[src/rtl/islemci_trafik_uretici_pkg.sv]
// Shared types, widths and the test-pattern helper for the processor-side traffic generator.
package islemci_trafik_pkg;

   localparam int unsigned VERI_W        = 32;
   localparam int unsigned ADRES_W       = 32;
   localparam int unsigned HATA_SAYISI_W = 16;

   typedef enum logic [2:0] {
      BOSTA,
      YAZ,
      OKU_ISTEK,
      OKU_BEKLE,
      BITTI
   } durum_e;

   typedef struct packed {
      logic [ADRES_W-1:0] adres;
      logic [VERI_W-1:0]  veri;
      logic               yaz;
   } istek_t;

   // Pattern word for index i: 32-bit modulo sum, word aligned.
   function automatic logic [VERI_W-1:0] beklenen_veri(input logic [VERI_W-1:0]  taban,
                                                       input logic [ADRES_W-1:0] i);
      logic [VERI_W-1:0] toplam;
      toplam = taban + i;
      return toplam & 32'hFFFF_FFFC;
   endfunction

endpackage

[src/rtl/islemci_trafik_uretici_if.sv]
// Request/response bus between the traffic generator (master) and the cache (slave).
interface islemci_trafik_uretici_if;
   import islemci_trafik_pkg::*;

   logic [ADRES_W-1:0] istek_adres_o;
   logic [VERI_W-1:0]  istek_veri_o;
   logic               istek_gecerli_o;
   logic               istek_yaz_o;
   logic               istek_hazir_i;
   logic [VERI_W-1:0]  cevap_veri_i;
   logic               cevap_gecerli_i;
   logic               cevap_hazir_o;

   modport master (
      output istek_adres_o, istek_veri_o, istek_gecerli_o, istek_yaz_o, cevap_hazir_o,
      input  istek_hazir_i, cevap_veri_i, cevap_gecerli_i
   );

   modport slave (
      input  istek_adres_o, istek_veri_o, istek_gecerli_o, istek_yaz_o, cevap_hazir_o,
      output istek_hazir_i, cevap_veri_i, cevap_gecerli_i
   );

endinterface

[src/rtl/islemci_trafik_uretici_cevap_denetleyici.sv]
// Read-response checker: compares returned data with the pattern and keeps the error flag,
// saturating error count, first failing index and the read-timeout counter.
module cevap_denetleyici
   import islemci_trafik_pkg::*;
#(
   parameter logic [VERI_W-1:0] DESEN_TABAN = 32'hABCD_0000,
   parameter int unsigned       ZAMAN_ASIMI = 1024
) (
   input  logic                     clk_i,
   input  logic                     rst_i,
   input  logic                     temizle_i,
   input  logic                     bekle_i,
   input  logic                     zaman_temizle_i,
   input  logic                     cevap_al_i,
   input  logic [VERI_W-1:0]        cevap_veri_i,
   input  logic [ADRES_W-1:0]       indeks_i,
   output logic                     zaman_doldu_c_o,
   output logic                     hata_o,
   output logic [HATA_SAYISI_W-1:0] hata_sayisi_o,
   output logic [ADRES_W-1:0]       ilk_hata_adres_o,
   output logic                     zaman_asimi_o
);

   localparam int unsigned ZW = $clog2(ZAMAN_ASIMI + 1);

   logic [ZW-1:0]            zaman_q;
   logic                     hata_q;
   logic                     zaman_asimi_q;
   logic [HATA_SAYISI_W-1:0] hata_sayisi_q;
   logic [ADRES_W-1:0]       ilk_hata_q;
   logic                     uyusmazlik_c;
   logic                     hata_olay_c;

   assign uyusmazlik_c = cevap_al_i && (cevap_veri_i != beklenen_veri(DESEN_TABAN, indeks_i));
   // A response arriving on the expiry edge wins over the timeout.
   assign zaman_doldu_c_o = bekle_i && !cevap_al_i && (zaman_q == ZW'(ZAMAN_ASIMI - 1));
   assign hata_olay_c     = uyusmazlik_c || zaman_doldu_c_o;

   always_ff @(posedge clk_i) begin
      if (rst_i || temizle_i) begin
         zaman_q       <= '0;
         hata_q        <= 1'b0;
         zaman_asimi_q <= 1'b0;
         hata_sayisi_q <= '0;
         ilk_hata_q    <= '0;
      end else begin
         if (zaman_temizle_i) begin
            zaman_q <= '0;
         end else if (bekle_i && !cevap_al_i && !zaman_doldu_c_o) begin
            zaman_q <= zaman_q + ZW'(1);
         end
         if (hata_olay_c) begin
            hata_q <= 1'b1;
            if (hata_sayisi_q != '1) begin
               hata_sayisi_q <= hata_sayisi_q + HATA_SAYISI_W'(1);
            end
            if (!hata_q) begin
               ilk_hata_q <= indeks_i;
            end
         end
         if (zaman_doldu_c_o) begin
            zaman_asimi_q <= 1'b1;
         end
      end
   end

   assign hata_o           = hata_q;
   assign hata_sayisi_o    = hata_sayisi_q;
   assign ilk_hata_adres_o = ilk_hata_q;
   assign zaman_asimi_o    = zaman_asimi_q;

endmodule

[src/rtl/islemci_trafik_uretici.sv]
// Processor-side traffic generator: writes a pattern over TEST_LEN addresses, reads it back
// one outstanding read at a time, and reports completion and errors.
module islemci_trafik_uretici
   import islemci_trafik_pkg::*;
#(
   parameter int unsigned       TEST_LEN    = 16384,
   parameter logic [VERI_W-1:0] DESEN_TABAN = 32'hABCD_0000,
   parameter int unsigned       ZAMAN_ASIMI = 1024
) (
   input  logic                     clk_i,
   input  logic                     rst_i,
   input  logic                     baslat_i,
   islemci_trafik_uretici_if.master bus,
   output logic                     bitti_o,
   output logic                     hata_o,
   output logic [HATA_SAYISI_W-1:0] hata_sayisi_o,
   output logic [ADRES_W-1:0]       ilk_hata_adres_o,
   output logic                     zaman_asimi_o
);

   localparam int unsigned IW = $clog2(TEST_LEN) + 1;

   durum_e        durum_q;
   logic [IW-1:0] i_q;
   istek_t        istek_q;
   logic          gecerli_q;
   logic          bitti_q;
   logic          cevap_hazir_q;

   logic [IW-1:0] i_sonraki_c;
   logic          son_c;
   logic          istek_kabul_c;
   logic          cevap_al_c;
   logic          temizle_c;
   logic          zaman_doldu_c;

   assign i_sonraki_c   = i_q + IW'(1);
   assign son_c         = (i_q == IW'(TEST_LEN - 1));
   assign istek_kabul_c = gecerli_q && bus.istek_hazir_i;
   assign cevap_al_c    = (durum_q == OKU_BEKLE) && bus.cevap_gecerli_i && cevap_hazir_q;
   assign temizle_c     = ((durum_q == BOSTA) || (durum_q == BITTI)) && baslat_i;

   // Sequencer and request path; request fields only change on acceptance or state entry.
   always_ff @(posedge clk_i) begin
      if (rst_i) begin
         durum_q       <= BOSTA;
         i_q           <= '0;
         istek_q       <= '0;
         gecerli_q     <= 1'b0;
         bitti_q       <= 1'b0;
         cevap_hazir_q <= 1'b0;
      end else begin
         cevap_hazir_q <= 1'b1;
         case (durum_q)
            BOSTA, BITTI: begin
               if (baslat_i) begin
                  durum_q       <= YAZ;
                  i_q           <= '0;
                  gecerli_q     <= 1'b1;
                  bitti_q       <= 1'b0;
                  istek_q.adres <= '0;
                  istek_q.veri  <= beklenen_veri(DESEN_TABAN, '0);
                  istek_q.yaz   <= 1'b1;
               end
            end
            YAZ: begin
               if (istek_kabul_c) begin
                  if (son_c) begin
                     durum_q       <= OKU_ISTEK;
                     i_q           <= '0;
                     istek_q.adres <= '0;
                     istek_q.veri  <= '0;
                     istek_q.yaz   <= 1'b0;
                  end else begin
                     i_q           <= i_sonraki_c;
                     istek_q.adres <= ADRES_W'(i_sonraki_c);
                     istek_q.veri  <= beklenen_veri(DESEN_TABAN, ADRES_W'(i_sonraki_c));
                  end
               end
            end
            OKU_ISTEK: begin
               if (istek_kabul_c) begin
                  durum_q   <= OKU_BEKLE;
                  gecerli_q <= 1'b0;
               end
            end
            OKU_BEKLE: begin
               if (cevap_al_c) begin
                  if (son_c) begin
                     durum_q <= BITTI;
                     bitti_q <= 1'b1;
                  end else begin
                     durum_q       <= OKU_ISTEK;
                     i_q           <= i_sonraki_c;
                     gecerli_q     <= 1'b1;
                     istek_q.adres <= ADRES_W'(i_sonraki_c);
                  end
               end else if (zaman_doldu_c) begin
                  durum_q <= BITTI;
                  bitti_q <= 1'b1;
               end
            end
            default: begin
               durum_q   <= BOSTA;
               gecerli_q <= 1'b0;
            end
         endcase
      end
   end

   cevap_denetleyici #(
      .DESEN_TABAN (DESEN_TABAN),
      .ZAMAN_ASIMI (ZAMAN_ASIMI)
   ) u_cevap_denetleyici (
      .clk_i            (clk_i),
      .rst_i            (rst_i),
      .temizle_i        (temizle_c),
      .bekle_i          (durum_q == OKU_BEKLE),
      .zaman_temizle_i  ((durum_q == OKU_ISTEK) && istek_kabul_c),
      .cevap_al_i       (cevap_al_c),
      .cevap_veri_i     (bus.cevap_veri_i),
      .indeks_i         (ADRES_W'(i_q)),
      .zaman_doldu_c_o  (zaman_doldu_c),
      .hata_o           (hata_o),
      .hata_sayisi_o    (hata_sayisi_o),
      .ilk_hata_adres_o (ilk_hata_adres_o),
      .zaman_asimi_o    (zaman_asimi_o)
   );

   assign bus.istek_adres_o   = istek_q.adres;
   assign bus.istek_veri_o    = istek_q.veri;
   assign bus.istek_yaz_o     = istek_q.yaz;
   assign bus.istek_gecerli_o = gecerli_q;
   assign bus.cevap_hazir_o   = cevap_hazir_q;
   assign bitti_o             = bitti_q;

endmodule

[src/flat_wrapper.sv]
// flat-port wrapper written by rule: the top's interface ports become plain ports
module islemci_trafik_uretici_flat import islemci_trafik_pkg::*;
#(
   parameter int unsigned       TEST_LEN    = 16384,
   parameter logic [VERI_W-1:0] DESEN_TABAN = 32'hABCD_0000,
   parameter int unsigned       ZAMAN_ASIMI = 1024
)
  (clk_i, rst_i, baslat_i, bitti_o, hata_o, hata_sayisi_o, ilk_hata_adres_o, zaman_asimi_o, bus_istek_adres_o, bus_istek_veri_o, bus_istek_gecerli_o, bus_istek_yaz_o, bus_cevap_hazir_o, bus_istek_hazir_i, bus_cevap_veri_i, bus_cevap_gecerli_i);
  islemci_trafik_uretici_if bus_i ();
  input  logic clk_i;
  input  logic rst_i;
  input  logic baslat_i;
  output logic bitti_o;
  output logic hata_o;
  output logic [HATA_SAYISI_W-1:0] hata_sayisi_o;
  output logic [ADRES_W-1:0] ilk_hata_adres_o;
  output logic zaman_asimi_o;
  output wire logic [$bits(bus_i.istek_adres_o)-1:0] bus_istek_adres_o;
  output wire logic [$bits(bus_i.istek_veri_o)-1:0] bus_istek_veri_o;
  output wire logic [$bits(bus_i.istek_gecerli_o)-1:0] bus_istek_gecerli_o;
  output wire logic [$bits(bus_i.istek_yaz_o)-1:0] bus_istek_yaz_o;
  output wire logic [$bits(bus_i.cevap_hazir_o)-1:0] bus_cevap_hazir_o;
  input wire logic [$bits(bus_i.istek_hazir_i)-1:0] bus_istek_hazir_i;
  input wire logic [$bits(bus_i.cevap_veri_i)-1:0] bus_cevap_veri_i;
  input wire logic [$bits(bus_i.cevap_gecerli_i)-1:0] bus_cevap_gecerli_i;
  assign bus_istek_adres_o = bus_i.istek_adres_o;
  assign bus_istek_veri_o = bus_i.istek_veri_o;
  assign bus_istek_gecerli_o = bus_i.istek_gecerli_o;
  assign bus_istek_yaz_o = bus_i.istek_yaz_o;
  assign bus_cevap_hazir_o = bus_i.cevap_hazir_o;
  assign bus_i.istek_hazir_i = bus_istek_hazir_i;
  assign bus_i.cevap_veri_i = bus_cevap_veri_i;
  assign bus_i.cevap_gecerli_i = bus_cevap_gecerli_i;
  islemci_trafik_uretici #(.TEST_LEN(TEST_LEN), .DESEN_TABAN(DESEN_TABAN), .ZAMAN_ASIMI(ZAMAN_ASIMI)) u_core (.clk_i(clk_i), .rst_i(rst_i), .baslat_i(baslat_i), .bus(bus_i), .bitti_o(bitti_o), .hata_o(hata_o), .hata_sayisi_o(hata_sayisi_o), .ilk_hata_adres_o(ilk_hata_adres_o), .zaman_asimi_o(zaman_asimi_o));
endmodule
[config.mk]
export PLATFORM = sky130hd
export DESIGN_NAME = islemci_trafik_uretici_flat
export DESIGN_NICKNAME = d
export VERILOG_FILES = /design/src/rtl/islemci_trafik_uretici_pkg.sv /design/src/rtl/islemci_trafik_uretici_if.sv /design/src/rtl/islemci_trafik_uretici_cevap_denetleyici.sv /design/src/rtl/islemci_trafik_uretici.sv /design/src/flat_wrapper.sv
export SDC_FILE = /design/constraint.sdc
export NUM_CORES = 1
export LEC_CHECK = 0
export CELL_PAD_IN_SITES_DETAIL_PLACEMENT = 2
export CELL_PAD_IN_SITES_GLOBAL_PLACEMENT = 2
export CORE_ASPECT_RATIO = 1.25
export CORE_UTILIZATION = 30
export CTS_CLUSTER_DIAMETER = 200
export CTS_CLUSTER_SIZE = 10
export DETAILED_ROUTE_END_ITERATION = 16
export GPL_TIMING_DRIVEN = 0
export PLACE_DENSITY_LB_ADDON = 0.1
export SYNTH_ARGS = -nofsm -noshare
export SYNTH_HDL_FRONTEND = slang
export SYNTH_HIERARCHICAL = 1
export SYNTH_SLANG_ARGS = --single-unit
[constraint.sdc]
create_clock -name clk_i -period 5.9 [get_ports clk_i]
set_input_delay 1.18 -clock clk_i [delete_from_list [all_inputs] [get_ports clk_i]]
set_output_delay 1.18 -clock clk_i [all_outputs]
set_load 0.02 [all_outputs]
Word-level counts from Yosys, hierarchy flattened. Cells that the tools add are included.

Divide/modulo/power cells: 0. Equal/unequal tests: 16. Add/sub/neg operators: 5. Shift-type cells: 0. Reduce and logical (&&, ||, !) cells: 28. Mux-type cells: 33. $lt $le $gt $ge: 0. Multipliers: 0. Bitwise gates (word level): 2.

Operator list (number): 65-bit 2-to-1 mux (2); 32-bit one-hot mux with 3 select lines (1); 15-bit 2-to-1 mux (5); 33-bit one-hot mux with 2 select lines (1); 32-bit by 15-bit adder with 32-bit output, first input constant (2); 32-bit 2-to-1 mux (2); 47-bit 2-to-1 mux (1); 15-bit one-hot mux with 3 select lines (1); 32-bit inequality test (1); 3-bit 2-to-1 mux (7); 16-bit by 1-bit adder with 16-bit output, second input constant (1); 16-bit inequality test, second input constant (1); 15-bit by 1-bit adder with 15-bit output, second input constant (1); 15-bit by 14-bit equality test with 1-bit output, second input constant (1); 5-bit AND reduction (3); 3-bit one-hot mux with 4 select lines (1); 11-bit by 1-bit adder with 11-bit output, second input constant (1); 11-bit by 10-bit equality test with 1-bit output, second input constant (1); 1-bit 2-to-1 mux (10); 1-bit logical AND (9); 2-bit by 1-bit inequality test with 1-bit output, second input constant (4); 4-bit AND reduction (2); 3-bit by 2-bit equality test with 1-bit output, second input constant (2); 2-bit inequality test, second input constant (2); 15 further kinds (22).

Flip-flop bits (word level): 130. Word-level logic and storage cells: 97. Output and inout port bits: 118. Input bits: 37. Bits in latches: 0. Memory bits (writable): 0. Memories: 0. ROM bits: 0.

Logic depth before layout (Yosys ltp). Gate-level depths: netlist of the first run.

Word-level depth: 9. Depth in mapped cells: 10. Gate-level depth less buffers: 9.

Hierarchy. Netlist of the first run, hierarchy kept.

Modules (own cells, without submodules): cevap_denetleyici (area each 3305.7 um2, instances 1, seq. area each 1221.2 um2, cells each 380); islemci_trafik_uretici (area each 2117.0 um2, instances 1, seq. area each 720.7 um2, cells each 254).

Worst setup path after synthesis of the first run. OpenSTA, ideal clock, no wires.

Path kind: input to register. Start: input bus_cevap_veri_i[1]. End: register u_core.u_cevap_denetleyici.hata_q (netlist: u_core/u_cevap_denetleyici/hata_o). Setup slack: 2.806 ns. Arrival time: 2.979 ns. Buffers on the path: 1. Data required time: 5.785 ns. Library setup time: 0.115 ns. Cell stages on the path: 9. Cell sequence: or2_2 > a2111oi_0 > nand4_1 > nor4_1 > o2111a_1 > and2_1 > buf_2 > nor2_1 > o21a_1.

Cells in the longest elaborated chain, start to end: 3.

Ends and longest elaborated chain: from (decl) (RTL line flat_wrapper.sv:24) `input wire logic [$bits(bus_i.cevap_veri_i)-1:0] bus_cevap_veri_i;`; 32-bit inequality test (RTL line islemci_trafik_uretici_cevap_denetleyici.sv:34) `assign uyusmazlik_c = cevap_al_i && (cevap_veri_i != beklenen_veri(DESEN_TABAN, indeks_i));`; 1-bit logical AND (RTL line islemci_trafik_uretici_cevap_denetleyici.sv:34); 1-bit logical OR (RTL line islemci_trafik_uretici_cevap_denetleyici.sv:37) `assign hata_olay_c = uyusmazlik_c || zaman_doldu_c_o;`; to (signal assigned) (RTL line islemci_trafik_uretici_cevap_denetleyici.sv:42) `hata_q <= 1'b0;`; to (signal assigned) (RTL line islemci_trafik_uretici_cevap_denetleyici.sv:53) `hata_q <= 1'b1;`; to (decl) (RTL line islemci_trafik_uretici_cevap_denetleyici.sv:27) `logic hata_q;`.

Every way passes these cells. A chain may end at the register's enable or synchronous reset.

Worst setup path after layout of the first run.
Start: input bus_cevap_veri_i[1]. End: register u_core.u_cevap_denetleyici.hata_sayisi_q[8] (netlist: u_core/u_cevap_denetleyici/hata_sayisi_o[8]).

Cells in the longest elaborated chain, start to end: 4.

Ends and longest elaborated chain: 32-bit inequality test (RTL line islemci_trafik_uretici_cevap_denetleyici.sv:34); 1-bit logical AND (RTL line islemci_trafik_uretici_cevap_denetleyici.sv:34); 1-bit logical OR (RTL line islemci_trafik_uretici_cevap_denetleyici.sv:37); 2-bit AND reduction (no line); to (signal assigned) (RTL line islemci_trafik_uretici_cevap_denetleyici.sv:55) `hata_sayisi_q <= hata_sayisi_q + HATA_SAYISI_W'(1);`; to (decl) (RTL line islemci_trafik_uretici_cevap_denetleyici.sv:29) `logic [HATA_SAYISI_W-1:0] hata_sayisi_q;`.

Every way passes these cells.

==> results.sh, run 1 <==
export IMPL_fillers=2015
export IMPL_drt_iter0_markers=142
export IMPL_wl_per_cell_um=17.6
export IMPL_initial_utilization=0.309
export IMPL_core_mm2=0.0176
export IMPL_max_slew_worst_pin_slew_ns=0.748
export IMPL_min_from="u_core/bus.istek_veri_o[7]$_SDFFE_PP0P_"
export IMPL_synth_top_flop_cell="dfxtp_1"
export IMPL_drv_cap=0
export IMPL_synth_async_reset_ratio=0
export IMPL_place_area_mm2=0.00733
export IMPL_rsz0062_at_grt="no"
export IMPL_drive_gt1_frac=0.0861
export IMPL_synth_mux_area_fraction=0.0591
export IMPL_crit_type="in -> reg"
export IMPL_r2r_slack_ns=2.79
export IMPL_first_pass_iters=4
export IMPL_portBuffers=127
export IMPL_path_buf_inv=2
export IMPL_ios=155
export IMPL_relSlewSlack=0.501
export IMPL_cts_root_buf="clkbuf_16"
export IMPL_grt_ovfl_total=0
export IMPL_synth_top_family_by_area="simple AND/OR/NAND/NOR gates"
export IMPL_track_usage=0.214
export IMPL_hold_end="u_core/bus.istek_veri_o[7]$_SDFFE_PP0P_"
export IMPL_clk_path_buf_depth=2
export IMPL_hold_viol=0
export IMPL_synth_compound_area_frac=0.184
export IMPL_grt_pass1_vias=6076
export IMPL_worstPathRequired_ns=6.18
export IMPL_grt_pass1_wl_um=31300
export IMPL_p_leak_nw=2.73
export IMPL_period_share=0.639
export IMPL_clkTransAtPathRegs_ns=0.07
export IMPL_synth_edf_count=0
export IMPL_ys_seq_elements=97
export IMPL_final_core_util=0.433
export IMPL_vias_per_cell=4.93
export IMPL_worstPathCellList="clkdlybuf4s50_1, or2_2, a2111oi_0, nand4_1, nor4_1, o2111a_1, and2_1, buf_2, o21ai_0, a21oi_1"
export IMPL_grt_max_degree=16
export IMPL_ir_drop_mv=0.129
export IMPL_postCtsHoldBufs=0
export IMPL_fin_crit_ns=3.77
export IMPL_dieArea_mm2=0.0186
export IMPL_power_density_mw_per_mm2=193
export IMPL_fmax_ghz=0.265
export IMPL_status="finished, final reports clean"
export IMPL_final_area_mm2=0.00760
export IMPL_synth_xor_area_share=0.0824
export IMPL_yosysSeqAreaShare=0.358
export IMPL_cts_sinks=97
export IMPL_cts_buffers=9
export IMPL_critPathMaxFanout=10
export IMPL_min_path_cells=2
export IMPL_synth_fa_ha_area_frac=0.00923
export IMPL_fin_setup_tns_ns=0
export IMPL_reg2reg_to="u_core/u_cevap_denetleyici/hata_sayisi_o[4]$_SDFFE_PP0P_"
export IMPL_crit_path_max_incr_delay_ns=0.54
export IMPL_syn_inst=634
export IMPL_cp_arrival_ns=4.05
export IMPL_finalNonFillerCells=1095
export IMPL_via_count=5402
export IMPL_row_count=54
export IMPL_diodes=0
export IMPL_cts_setup_buffers=0
export IMPL_critPathTopFamily="compound AO/OA/AOI/OAI gates"
export IMPL_syn_to_final_growth_pct=40.2
export IMPL_avgSynthCellArea_um2=8.55
export IMPL_cp_end_kind="flip-flop"
export IMPL_worst_setup_path_start_kind="input pin"
export IMPL_cts_resized=0
export IMPL_die_h_um=152
export IMPL_gp_congestion=0.846
export IMPL_nNetsFinal=907
export IMPL_yosys_area_share_simple=0.210
export IMPL_dpl_hpwl_um=15000
export IMPL_dpl_cell_count=1079
export IMPL_slew_viol_final=0
export IMPL_yosysTopAreaCell="dfxtp_1"
export IMPL_wl_um=19300
export IMPL_final_antenna_net_count=0
export IMPL_netlist_area_mm2=0.00542
export IMPL_yosysWarnings=6
export IMPL_regToRegStartpoint="u_core/u_cevap_denetleyici/zaman_q[0]$_SDFFE_PP0P_"
export IMPL_drc=0
export IMPL_antenna_found_initial=0
export IMPL_synth_top_area_share=0.358
export IMPL_insertion_delay_ns=0.35
export IMPL_cts_tree="done"
export IMPL_ys_types=66
export IMPL_fin_skew_ns=0.00649
export IMPL_die_w_um=122
export IMPL_cp_slowest_cell="a2111oi_0"
export IMPL_reg2reg_depth=9
export IMPL_setup_violations=0
export IMPL_h_tree_depth=3
export IMPL_synth_area_top_cells="dfxtp_1 (36%), mux2i_1 (5.9%), xor2_1 (5.3%), buf_4 (5.3%), nor2_1 (4.6%)"
export IMPL_holdCritPathClass="reg -> reg"
==> metrics by stage <==
stage	setup slack [ns]	total power [W]	hold slack (ns)
after global placement	1.79	0.000900	0.446
final	2.13	0.00147	0.468
after global routing	1.79	0.00153	0.485
after CTS	2.02	0.00147	0.470
after floorplan	2.81	0.000828	0.455
after detailed placement	1.67	0.000906	0.453
==> cell families after synthesis <==
family,Yosys count
AOI/OAI and AO/OA,139
buffers and inverters,91
and+or+nand+nor,219
other,1
xor gates and xnor gates,51
DFF,97
muxes,32
adders and majority gates,4
==> cells in the mapped netlist (6+ instances only) <==
cell type / n
nand4_1: 16
xnor2_1: 18
mux2i_1: 32
clkbuf_1: 14
or3_1: 23
inv_1: 25
dfxtp_1: 97
nor3_1: 19
nand2_1: 24
buf_4: 38
a211oi_1: 9
nor2_1: 66
o2bb2ai_1: 7
nor4_1: 10
and2_1: 6
nand3_1: 27
o211ai_1: 14
a21oi_1: 27
o21a_1: 6
buf_2: 8
o21ai_0: 32
xor2_1: 33
==> layer usage <==
metal,up-vias,track usage,part of all wire
met4,0,0.0685,0.018
met5,-,0,0
li1,2626,-,-
met1,2644,0.231,0.40
met2,104,0.415,0.56
met3,28,0.0296,0.028
==> worst max-delay path by stage <==
stage	from	endpoint	cells past startpoint
global placement	bus_cevap_veri_i[1]	u_core/u_cevap_denetleyici/hata_o$_SDFFE_PP0P_	10
CTS	bus_cevap_veri_i[1]	u_core/u_cevap_denetleyici/hata_sayisi_o[8]$_SDFFE_PP0P_	10
global route	bus_cevap_veri_i[1]	u_core/u_cevap_denetleyici/hata_sayisi_o[8]$_SDFFE_PP0P_	10
finish	bus_cevap_veri_i[1]	u_core/u_cevap_denetleyici/hata_sayisi_o[8]$_SDFFE_PP0P_	10
floorplan	bus_cevap_veri_i[1]	u_core/u_cevap_denetleyici/hata_o$_SDFFE_PP0P_	9
detailed placement	bus_cevap_veri_i[1]	u_core/u_cevap_denetleyici/hata_sayisi_o[8]$_SDFFE_PP0P_	10
==> worst min-delay path: stages (launching register included) <==
cell and delay, ns:
dfxtp_1 0.32, nand2_1 0.06, a21oi_1 0.05
==> power by group <==
group | internal (W) | switching, W | leakage (nW) | total [W]
Combinational | 0.000101 | 0.000132 | 1.82 | 0.000233
Sequential | 0.000659 | 0.00000705 | 0.783 | 0.000666
Clock | 0.000298 | 0.000268 | 0.129 | 0.000567
Total | 0.00106 | 0.000407 | 2.73 | 0.00147
==> flip-flops by register name, indices dropped and copies added (netlist names) <==
name / count
u_core/bitti_o: 1
u_core/bus.cevap_hazir_o: 1
u_core/bus.istek_adres_o: 1
u_core/bus.istek_gecerli_o: 1
u_core/bus.istek_veri_o: 14
u_core/bus.istek_yaz_o: 1
u_core/durum_q: 3
u_core/i_q: 14
u_core/u_cevap_denetleyici/hata_o: 1
u_core/u_cevap_denetleyici/hata_sayisi_o: 16
u_core/u_cevap_denetleyici/ilk_hata_adres_o: 32
u_core/u_cevap_denetleyici/zaman_asimi_o: 1
u_core/u_cevap_denetleyici/zaman_q: 11
==> cell type report <==
| cell class | count | area [um2] | area share |
|---|---|---|---|
| multi-input combinational | 540 | 3310 | 0.435 |
| sequential | 97 | 1940 | 0.255 |
| timing repair buffer | 127 | 1270 | 0.167 |
| buffer | 65 | 427 | 0.0561 |
| tap | 224 | 280 | 0.0369 |
| clock buffer | 12 | 246 | 0.0324 |
| inverter | 26 | 97.6 | 0.0128 |
| clock inverter | 4 | 28.8 | 0.00379 |
==> layout by cell type, fill, tap and decap left out, drive strengths merged, types with 3 or more instances in the layout <==
cell type and instances:
nand2b 3, a211oi 11, or2 3, nor2 66, nor3 19, a31oi 3, buf 51, o22ai 5
o21a 6, xnor2 18, xor2 33, a311o 3, a21oi 27, nand3b 5, o211ai 14, inv 25
o2bb2ai 7, nor4 11, clkdlybuf4s50 127, clkbuf 26, clkinv 3, and2 6, nand3 27, nand2 24
o21ai 32, or4 3, conb 95, o221ai 4, ha 4, dfxtp 97, or3 23, mux2i 32
nand4 17
Note: power is estimated with default switching activity, not from simulation.
==> inputs of run 2 (changes only) <==
--- a/config.mk
+++ b/config.mk
@@ -8,7 +8,7 @@
 export CELL_PAD_IN_SITES_DETAIL_PLACEMENT = 2
 export CELL_PAD_IN_SITES_GLOBAL_PLACEMENT = 2
 export CORE_ASPECT_RATIO = 1.25
-export CORE_UTILIZATION = 30
+export CORE_UTILIZATION = 28
 export CTS_CLUSTER_DIAMETER = 200
 export CTS_CLUSTER_SIZE = 10
 export DETAILED_ROUTE_END_ITERATION = 16
==> constraint.sdc (replaced) <==
create_clock -name clk_i -period 3.8 [get_ports clk_i]
set_input_delay 0.76 -clock clk_i [delete_from_list [all_inputs] [get_ports clk_i]]
set_output_delay 0.76 -clock clk_i [all_outputs]
set_load 0.02 [all_outputs]
==> run 2 against run 1 <==
Effect of this change:
- highest routed layer unchanged
- utilization is 2.6 points lower
- final cell count grew 0.64%
- largest power group unchanged
- critical path type unchanged
- sequential power rose by 56%
- design area rose by 0.84%
==> results.sh, run 2 (synthesis gave the netlist of run 1 again) <==
export IMPL_status="finished, final reports clean"
export IMPL_cts_setup_buffers=0
export IMPL_use_met3=0.0345
export IMPL_drive_gt1_frac=0.0874
export IMPL_slew_viol_final=0
export IMPL_diodes=0
export IMPL_holdCritPathClass="reg -> reg"
export IMPL_ir_drop_mv=0.175
export IMPL_gr_usage_met2=0.401
export IMPL_grt_pass1_vias=6022
export IMPL_fillers=2139
export IMPL_vias_per_cell=4.94
export IMPL_insertion_delay_ns=0.35
export IMPL_core_mm2=0.0188
export IMPL_cts_root_buf="clkbuf_16"
export IMPL_crit_type="in -> reg"
export IMPL_die_w_um=126
export IMPL_layout_commonest_cell="clkdlybuf4s50_1"
export IMPL_h_tree_depth=3
export IMPL_final_antenna_net_count=0
export IMPL_gp_congestion=0.852
export IMPL_die_h_um=158
export IMPL_via_count=5445
export IMPL_largest_reg_flops=32
export IMPL_postCtsHoldBufs=0
export IMPL_total_power_w=0.00242
export IMPL_setup_violations=0
export IMPL_fin_skew_ns=0.0105
export IMPL_worst_setup_path_start_kind="input pin"
export IMPL_drv_cap=0
export IMPL_layout_common_cells="clkdlybuf4s50_1 (127), dfxtp_1 (97), conb_1 (95)"
export IMPL_relSlewSlack=0.513
export IMPL_portBuffers=127
export IMPL_ios=155
export IMPL_drt_iter0_markers=125
export IMPL_cts_tree="done"
export IMPL_antenna_found_initial=0
export IMPL_fin_crit_ns=3.37
export IMPL_grt_pass1_wl_um=31100
export IMPL_p_leak_nw=2.76
export IMPL_wl_um=19500
export IMPL_max_slew_worst_pin_slew_ns=0.724
export IMPL_nNetsFinal=907
export IMPL_track_usage=0.200
export IMPL_cts_resized=0
export IMPL_grt_max_degree=16
export IMPL_clk_path_buf_depth=2
export IMPL_worstPathRequired_ns=4.05
export IMPL_cts_sinks=97
export IMPL_wl_per_cell_um=17.7
export IMPL_fin_hold_ws_ns=0.465
export IMPL_use_met1=0.211
export IMPL_cp_arrival_ns=3.62
export IMPL_hold_viol=0
export IMPL_period_share=0.886
export IMPL_grt_ovfl_total=0
export IMPL_critPathMaxFanout=10
export IMPL_dpl_hpwl_um=15200
export IMPL_cp_end_kind="flip-flop"
export IMPL_initial_utilization=0.288
export IMPL_dieArea_mm2=0.0199
export IMPL_power_density_mw_per_mm2=315
export IMPL_row_count=56
export IMPL_clkTransAtPathRegs_ns=0.07
export IMPL_busiest_layer="met2"
export IMPL_cts_buffers=9
export IMPL_syn_to_final_growth_pct=41.4
export IMPL_fmax_ghz=0.297
export IMPL_drc=0
export IMPL_rsz0062_at_grt="no"
export IMPL_first_pass_iters=4
==> run 2: critical path, cell delays in order <==
cell	delay (ns)
clkdlybuf4s50_1	0.40
or2_2	0.31
a2111oi_0	0.51
nand4_1	0.20
nor4_1	0.29
o2111a_1	0.37
and2_1	0.23
buf_4	0.19
nor3_1	0.07
a211oi_1	0.28
==> run 2: path summary, 6_finish.rpt <==
| check | from | to | slack [ns] | depth (start not counted) |
|---|---|---|---|---|
| hold reg to reg | u_core/bus.istek_veri_o[7]$_SDFFE_PP0P_ | u_core/bus.istek_veri_o[7]$_SDFFE_PP0P_ | 0.47 | 2 |
| setup / recovery | bus_cevap_veri_i[1] | u_core/u_cevap_denetleyici/hata_sayisi_o[12]$_SDFFE_PP0P_ | 0.43 | 10 |
| setup reg to reg | u_core/u_cevap_denetleyici/zaman_q[0]$_SDFFE_PP0P_ | u_core/u_cevap_denetleyici/hata_sayisi_o[5]$_SDFFE_PP0P_ | 0.79 | 9 |
| hold / removal | u_core/bus.istek_veri_o[7]$_SDFFE_PP0P_ | u_core/bus.istek_veri_o[7]$_SDFFE_PP0P_ | 0.47 | 2 |
==> run 2: final cells by class <==
type / count / area (um2) / area share
sequential: 97 / 1940 / 0.253
clock inverter: 4 / 76.3 / 0.00996
timing repair buffer: 127 / 1270 / 0.166
clock buffer: 11 / 253 / 0.0330
buffer: 65 / 427 / 0.0557
inverter: 26 / 97.6 / 0.0127
multi-input combinational: 540 / 3310 / 0.432
tap: 232 / 290 / 0.0379
==> run 2: metrics by stage <==
| step | utilization | setup TNS [ns] | cells | area (um2) | setup WS, ns |
|---|---|---|---|---|---|
| after global routing | 0.407 | 0 | 1102 | 7670 | 0.118 |
| after CTS | 0.407 | 0 | 1102 | 7670 | 0.340 |
| after detailed placement | 0.389 | -0.0177 | 1087 | 7340 | -0.00911 |
| final | 0.407 | 0 | 1102 | 7670 | 0.432 |
| after global placement | 0.389 | 0 | 1087 | 7340 | 0.0325 |
| after floorplan | - | 0 | 728 | 5780 | 1.13 |
==> run 2: where the power goes <==
group	internal (W)	total (W)	switching, W
Combinational	0.000157	0.000359	0.000202
Clock	0.000611	0.00102	0.000412
Sequential	0.00102	0.00104	0.0000117
Total	0.00179	0.00242	0.000626
==> run 2: routing by layer <==
| metal | vias to the layer above | wire length (um) |
|---|---|---|
| li1 | 2622 | - |
| met1 | 2708 | 7730 |
| met2 | 93 | 10800 |
| met3 | 22 | 666 |
| met4 | 0 | 309 |
| met5 | - | 0 |
